**config.mk**
```make
export PLATFORM = sky130hd
export DESIGN_NAME = kb_fifo
export DESIGN_NICKNAME = d
export VERILOG_FILES = /design/src/rtl/kb_fifo.sv
export SDC_FILE = /design/constraint.sdc
export NUM_CORES = 1
export LEC_CHECK = 0
export CORE_ASPECT_RATIO = 1.75
export CORE_UTILIZATION = 55
export DETAILED_ROUTE_END_ITERATION = 6
export PLACE_DENSITY = 0.86
export SLEW_MARGIN = 10
export SYNTH_ARGS = -nofsm -noshare
export SYNTH_HDL_FRONTEND = slang
export SYNTH_SLANG_ARGS = --single-unit
```
**constraint.sdc**
```tcl
create_clock -name clock -period 5 [get_ports clock]
set_input_delay 1 -clock clock [delete_from_list [all_inputs] [get_ports clock]]
set_output_delay 1 -clock clock [all_outputs]
set_load 0.01 [all_outputs]
```
**src/rtl/kb_fifo.sv**
```systemverilog
// Scancode FIFO between the PS/2 receiver and the port router, with a toggle-style interrupt handshake.
// Latency: a byte strobed at edge N is on data/status after N; intr toggles at N+1 when no request is outstanding.
// Backpressure: none toward the receiver; bytes arriving while full are dropped and latch the sticky overflow bit.
// Optional: define KB_FIFO_BREAK_FILTER_EN to drop 0xF0 break prefixes and the byte that follows each one.
module kb_fifo #(
  parameter int         DEPTH_LOG2 = 4,
  parameter logic [2:0] VECT       = 3'd0
) (
  input  logic       clock,
  input  logic       reset_n,
  input  logic       kb_done,
  input  logic [7:0] kb_data,
  input  logic       rd,
  input  logic       flush,
  input  logic       ack,
  output logic [7:0] data,
  output logic [7:0] status,
  output logic       intr,
  output logic [2:0] vect
);

  localparam logic [DEPTH_LOG2:0] FULL_CNT = {1'b1, {DEPTH_LOG2{1'b0}}};

  typedef enum logic [1:0] {
    IRQ_IDLE = 2'd0,
    IRQ_PEND = 2'd1,
    IRQ_SERV = 2'd2
  } irq_state_t;

  logic [7:0]            mem [0:(1 << DEPTH_LOG2) - 1];
  logic [DEPTH_LOG2-1:0] rd_ptr;
  logic [DEPTH_LOG2-1:0] wr_ptr;
  logic [DEPTH_LOG2:0]   count;
  logic                  overflow;
  logic [4:0]            count_ext;

  logic not_empty;
  logic full;
  logic do_pop;
  logic byte_ok;
  logic do_push;
  logic drop;

  irq_state_t irq_state;
  irq_state_t irq_next;
  logic       intr_toggle;

`ifdef KB_FIFO_BREAK_FILTER_EN
  logic skip;

  // A byte is queued only if it is not a break prefix and not the byte a prefix announced.
  always_comb begin
    byte_ok = kb_done && !skip && (kb_data != 8'hF0);
  end

  // Skip flag: armed by 0xF0, consumed by the next received byte, cleared by flush.
  always_ff @(posedge clock or negedge reset_n) begin
    if (!reset_n) begin
      skip <= 1'b0;
    end else if (flush) begin
      skip <= 1'b0;
    end else if (kb_done) begin
      if (skip) begin
        skip <= 1'b0;
      end else if (kb_data == 8'hF0) begin
        skip <= 1'b1;
      end
    end
  end
`else
  // Every received byte is a candidate for the queue.
  always_comb begin
    byte_ok = kb_done;
  end
`endif

  // Push/pop decisions: a same-cycle pop frees the slot a full-FIFO push needs.
  always_comb begin
    not_empty = (count != '0);
    full      = (count == FULL_CNT);
    do_pop    = rd && not_empty;
    do_push   = byte_ok && (!full || do_pop);
    drop      = byte_ok && full && !do_pop;
  end

  // Pointers, occupancy and sticky overflow; flush overrides any same-cycle traffic.
  always_ff @(posedge clock or negedge reset_n) begin
    if (!reset_n) begin
      rd_ptr   <= '0;
      wr_ptr   <= '0;
      count    <= '0;
      overflow <= 1'b0;
    end else if (flush) begin
      rd_ptr   <= '0;
      wr_ptr   <= '0;
      count    <= '0;
      overflow <= 1'b0;
    end else begin
      if (do_pop) begin
        rd_ptr <= rd_ptr + 1'b1;
      end
      if (do_push) begin
        wr_ptr <= wr_ptr + 1'b1;
      end
      if (do_push && !do_pop) begin
        count <= count + 1'b1;
      end else if (do_pop && !do_push) begin
        count <= count - 1'b1;
      end
      if (drop) begin
        overflow <= 1'b1;
      end
    end
  end

  // Byte storage; contents are only visible while count is non-zero, so no reset is needed.
  always_ff @(posedge clock) begin
    if (do_push && !flush) begin
      mem[wr_ptr] <= kb_data;
    end
  end

  // Head byte and status word seen by the router.
  always_comb begin
    count_ext = 5'(count);
    data      = not_empty ? mem[rd_ptr] : 8'h00;
    status    = {not_empty, overflow, 1'b0, count_ext};
    vect      = VECT;
  end

  // IRQ state register.
  always_ff @(posedge clock or negedge reset_n) begin
    if (!reset_n) begin
      irq_state <= IRQ_IDLE;
    end else begin
      irq_state <= irq_next;
    end
  end

  // IRQ next state: raise when data waits, wait for ack, then wait for the CPU to take a byte.
  always_comb begin
    irq_next = irq_state;
    if (flush) begin
      irq_next = IRQ_IDLE;
    end else begin
      case (irq_state)
        IRQ_IDLE: if (not_empty) irq_next = IRQ_PEND;
        IRQ_PEND: if (ack)       irq_next = IRQ_SERV;
        IRQ_SERV: if (do_pop)    irq_next = IRQ_IDLE;
        default:                 irq_next = IRQ_IDLE;
      endcase
    end
  end

  // IRQ output decode: one toggle per new request, never on flush.
  always_comb begin
    intr_toggle = !flush && (irq_state == IRQ_IDLE) && not_empty;
  end

  // Toggle-style request line toward the core.
  always_ff @(posedge clock or negedge reset_n) begin
    if (!reset_n) begin
      intr <= 1'b0;
    end else if (intr_toggle) begin
      intr <= ~intr;
    end
  end

endmodule

```
Yosys cells after proc, flatten, opt, wreduce, memory -nomap -nowiden --
Memory sizes are Yosys's and may differ from the RTL's. Index checks and enable logic that the tools add are counted. Widths: inputs -> output; s select.
Storage, ports and cells: bits in registers 17, memory bits (writable) 128, output and inout port bits 20, word-level logic and storage cells 56, memories 1
Cells by class: $add $sub $neg 4, equal/unequal tests 6, muxes and demuxes 17, bitwise gates (word level) 1, reduce and logical (&&, ||, !) cells 21
Memories:
- mem | words 16, bits a word 8, read ports 1, clocked after memory_dff 0, write ports 1, RTL line 30 | logic [7:0] mem [0:(1 << DEPTH_LOG2) - 1];
Operators with widths (count):
- $mux 4 | 4
- $mux 5 | 3
- $logic_and 1x1->1 | 9
- $ne 3x3->1 const B | 3
- $add 4x1->4 const B | 2
- $mux 2 | 4
- $mux 8 | 1
- $pmux 2 s3 | 1
- $reduce_bool 2->1 | 3
- $add 5x1->5 const B | 1
- $eq 5x5->1 const B | 1
- $reduce_bool 5->1 | 1
- $sub 5x1->5 const B | 1
- $logic_not 1->1 | 4
- $mux 1 | 4
- $reduce_and 3->1 | 1
- $reduce_bool 3->1 | 1
- $eq 2x1->1 const B | 1
- $eq 2x2->1 const B | 1
- $logic_not 2->1 | 1
- $logic_or 1x1->1 | 1
- $not 1->1 | 1

Depth between registers and ports, before layout --
depth after elaboration 9, depth in mapped cells 9, depth with buffers taken out 8

Least setup slack after synthesis --
OpenSTA, ideal clock, no wires.
path type input to register, start input port kb_done, end register count[4], data arrival time 2.607 ns, path slack 2.259 ns, stages 7, path buffers 1, cells stage by stage clkbuf_1 -> nand3_1 -> fa_1 -> a211o_1 -> o21a_1 -> o211ai_1 -> a31oi_1
Between the ends: cells in the longest elaborated chain, start to end 4
RTL lines:
- start, declared | RTL line 11 | input logic kb_done,
- $logic_and 1x1->1 (*) | RTL line 82 | do_push = byte_ok && (!full || do_pop);
- $logic_and 1x1->1 or $logic_not 1->1 (tied branches) | RTL line 105, 107
- $mux 5 or $logic_and 1x1->1 (tied branches) | RTL line 105, 107
- $mux 5 or $reduce_bool 3->1 (tied branches)
- end signal, assigned | RTL line 106 | count <= count + 1'b1;
- end signal, assigned | RTL line 108 | count <= count - 1'b1;
- end, declared | RTL line 33 | logic [DEPTH_LOG2:0] count;
Every way passes the cells marked *; elsewhere a longest branch is shown, timed or not. A chain may end at the register's enable or synchronous reset.

Worst setup path after layout --
start register rd_ptr[1], end output port data[3]
Between the ends: cells in the longest elaborated chain, start to end 2
RTL lines:
- start, declared | RTL line 31 | logic [DEPTH_LOG2-1:0] rd_ptr;
- start signal, assigned | RTL line 100 | rd_ptr <= rd_ptr + 1'b1;
- $mem_v2 16x8
- $mux 8 | RTL line 126 | data = not_empty ? mem[rd_ptr] : 8'h00;
- end, declared | RTL line 16 | output logic [7:0] data,
No other way between the ends.

==> out/qor.csv <==
stage,metric,value,unit
clocking,cts-root-buf,clkbuf_16,
global_routing,grt_pass1_wl,19.4,mm
worst_hold_path,min_path_type,reg -> reg,
setup_path,worst_path_max_delay_cell,dfrtp_2,
routing,vias,3301,
global_routing,grt_pass1_vias,3322,
sta,finalCriticalPeriod,3990,ps
yosys,yosys.area_share.simple,5.61,%
setup_path,critical_path_class,reg -> out,
floorplanning,placementRows,50,
sta,rsz0062_at_grt,no,
floorplanning,initial_core_util,56.8,%
yosys,synth-seq-area-share,69.8,%
yosys,syn_avg_cell_area,17.9,um^2
sta,tns,0,ps
worst_hold_path,hold_path_depth,1,
run,drv_cap,0,
yosys,ys_ff_latch,145,
outcome,status,"complete, no violations",
global_routing,antenna_found_initial,0,
routing,avgRoutedWirePerCell,25.1,um
setup_path,reg2reg_depth,8,
yosys,synth-xor-area-share,1.29,%
final_layout,diodes,0,
yosys,yosysTopAreaCell,edfxtp_1,
floorplanning,fp.dieW,81.7,um
clocking,clock-sinks,145,
setup_path,cp-start-kind,register,
setup_path,path_buf_inv,1,
yosys,ys_types,46,
sta,period_share,79.8,%
place,portBuffers,29,
place,gp_congestion,0.812,
floorplanning,core,10800,um^2
power,cellLeakagePower,2.29,nW
yosys,yosysWarnings,0,
routing,antenna_left,0,
setup_path,crit_cells,5,
clocking,cts_resized,0,
global_routing,grt_overflow,0,
final_layout,finalNetCount,396,
floorplanning,dieHeight,141,um
sta,slew-limit-headroom,35.4,%
setup_path,cp_cell_sequence,mux4_2 > nor2b_1 > a211oi_1 > a211oi_1 > clkdlybuf4s50_1,
routing,drt_pass1_iterations,5,
setup_path,critPathRequiredTime,4000,ps
clocking,cts_buffer_depth,2,
global_routing,grt_use_total,24.7,%
routing,totalWireLength,12.9,mm
sta,worst-slew-pin-transition,965,ps
setup_path,cp_max_fo,24,
place,dp_hpwl,8.01,mm
sta,finalHoldViolCount,0,
setup_path,crit_path_end_kind,output pin,
routing,drcViolationCount,0,
clocking,cts_tree,built,
yosys,synth_top_family_by_area,multiplexers,
yosys,synth_common_cells,"edfxtp_1, mux4_2, nor2_1",
setup_path,cp_common_cell,a211oi_1,
global_routing,grt_max_degree,36,
clocking,clkTransAtPathRegs,60,ps
yosys,synthAdderAreaFrac,2.17,%
setup_path,worstPathArrival,2990,ps
clocking,clock_latency,420,ps
final_layout,drive_gt1_share,20.3,%
yosys,netlist_instances,341,
routing,first_iter_violations,317,
sta,slew_violations,0,
floorplanning,ios,34,
sta,setup_viol,0,
clocking,cts_buffers,17,
sta,finClkSkew,8.11,ps
yosys,synth_ff_type,edfxtp_1,
power,ir_worst_vdd,0.389,mV
floorplanning,dieArea,11600,um^2
yosys,synth_top_area_share,62.9,%
setup_path,cp_slowest_stage_delay,820,ps
yosys,synth_edf_count,128,
final_layout,syn_to_final_growth,15.4,%
clocking,cts_setup_buffers,0,
power,p_per_area,486,nW/um^2
yosys,synth_area,6110,um^2
clocking,cts-hold-fix-buffers,0,
setup_path,cp_top_family,flip-flops,
sta,fmax,251,MHz
yosys,netlist_top_cells_area,"edfxtp_1, mux4_2, dfrtp_1, a211oi_1, ha_1",
yosys,synth-compound-area-share,4.40,%
yosys,yosysMostFrequentCell,edfxtp_1,
clocking,htreeDepth,4,
power,total_power,3.43,mW
yosys,synthMuxAreaShare,14.1,%
yosys,synthArstFlopShare,11.7,%
routing,vias_per_cell,6.41,
-- cells by family after synthesis --
kind of cell	count (synthesis)
compound gates	35
xor+xnor	9
fa+ha+maj	10
buf+inv	28
flops	145
mux	46
other cells	1
simple gates	67
-- metrics by stage --
stage	setup slack, ps	hold WS (ps)	cell area [um^2]	instances	util, %
2_1_floorplan	2260	456	6130	344	-
3_3_place_gp	1400	461	6470	483	60.1
3_5_place_dp	1300	474	6470	483	60.1
4_1_cts	971	483	7060	515	65.6
5_1_grt	824	497	7060	515	65.6
6_report	1010	472	7060	515	65.6
-- cells in the final DEF (no fill, tap or decap), types with 4 or more instances in the layout --
master	synthesis	layout
clkdlybuf4s50_1	0	29
buf_4	9	4
mux4_2	32	32
nor2_1	29	29
edfxtp_1	128	128
nor2b_1	11	11
dfrtp_1	17	16
nand2_1	7	7
clkinvlp_4	0	4
clkbuf_16	0	17
conb_1	1	4
o211ai_1	4	4
xor2_1	5	5
xnor2_1	4	4
mux2i_1	11	11
ha_1	9	9
inv_1	4	4
a211oi_1	16	16
a21oi_1	4	4
-- area by class of cell --
type,instances,area [um^2]
clock buffers,18,429
clock inverters,14,156
fillers,689,3700
inverters,4,15.0
multi-input cells,171,1700
flip-flops and latches,145,4270
well taps,130,163
repair buffers,33,320
-- final timing paths --
path,start,end,slack [ps]
setup reg to reg,count[1],count[4],2120
max in group asynchronous,reset_n,rd_ptr[1],3360
min in group asynchronous,reset_n,irq_state[0],1070
setup / recovery,rd_ptr[1],data[3],1010
hold reg to reg,intr,intr,470
hold / removal,intr,intr,470
-- registers in the layout, indices dropped and copies added, names as in the netlist --
name and flops:
count 5, intr 1, irq_state 2, mem 128, overflow 1, rd_ptr 4, wr_ptr 4
-- metal layers --
metal	GRT usage (%)	routed length, um
met5	0	0
met4	10.8	416
met3	5.98	803
met2	42.0	7080
met1	29.3	4650
-- where the power goes --
| group | leakage [nW] | total (mW) | switching [mW] | internal [mW] |
|---|---|---|---|---|
| Clock | 0.274 | 1.24 | 0.498 | 0.742 |
| Sequential | 1.38 | 1.44 | 0.0808 | 1.36 |
| Combinational | 0.640 | 0.746 | 0.363 | 0.383 |
(Power assumes the default switching activity.)
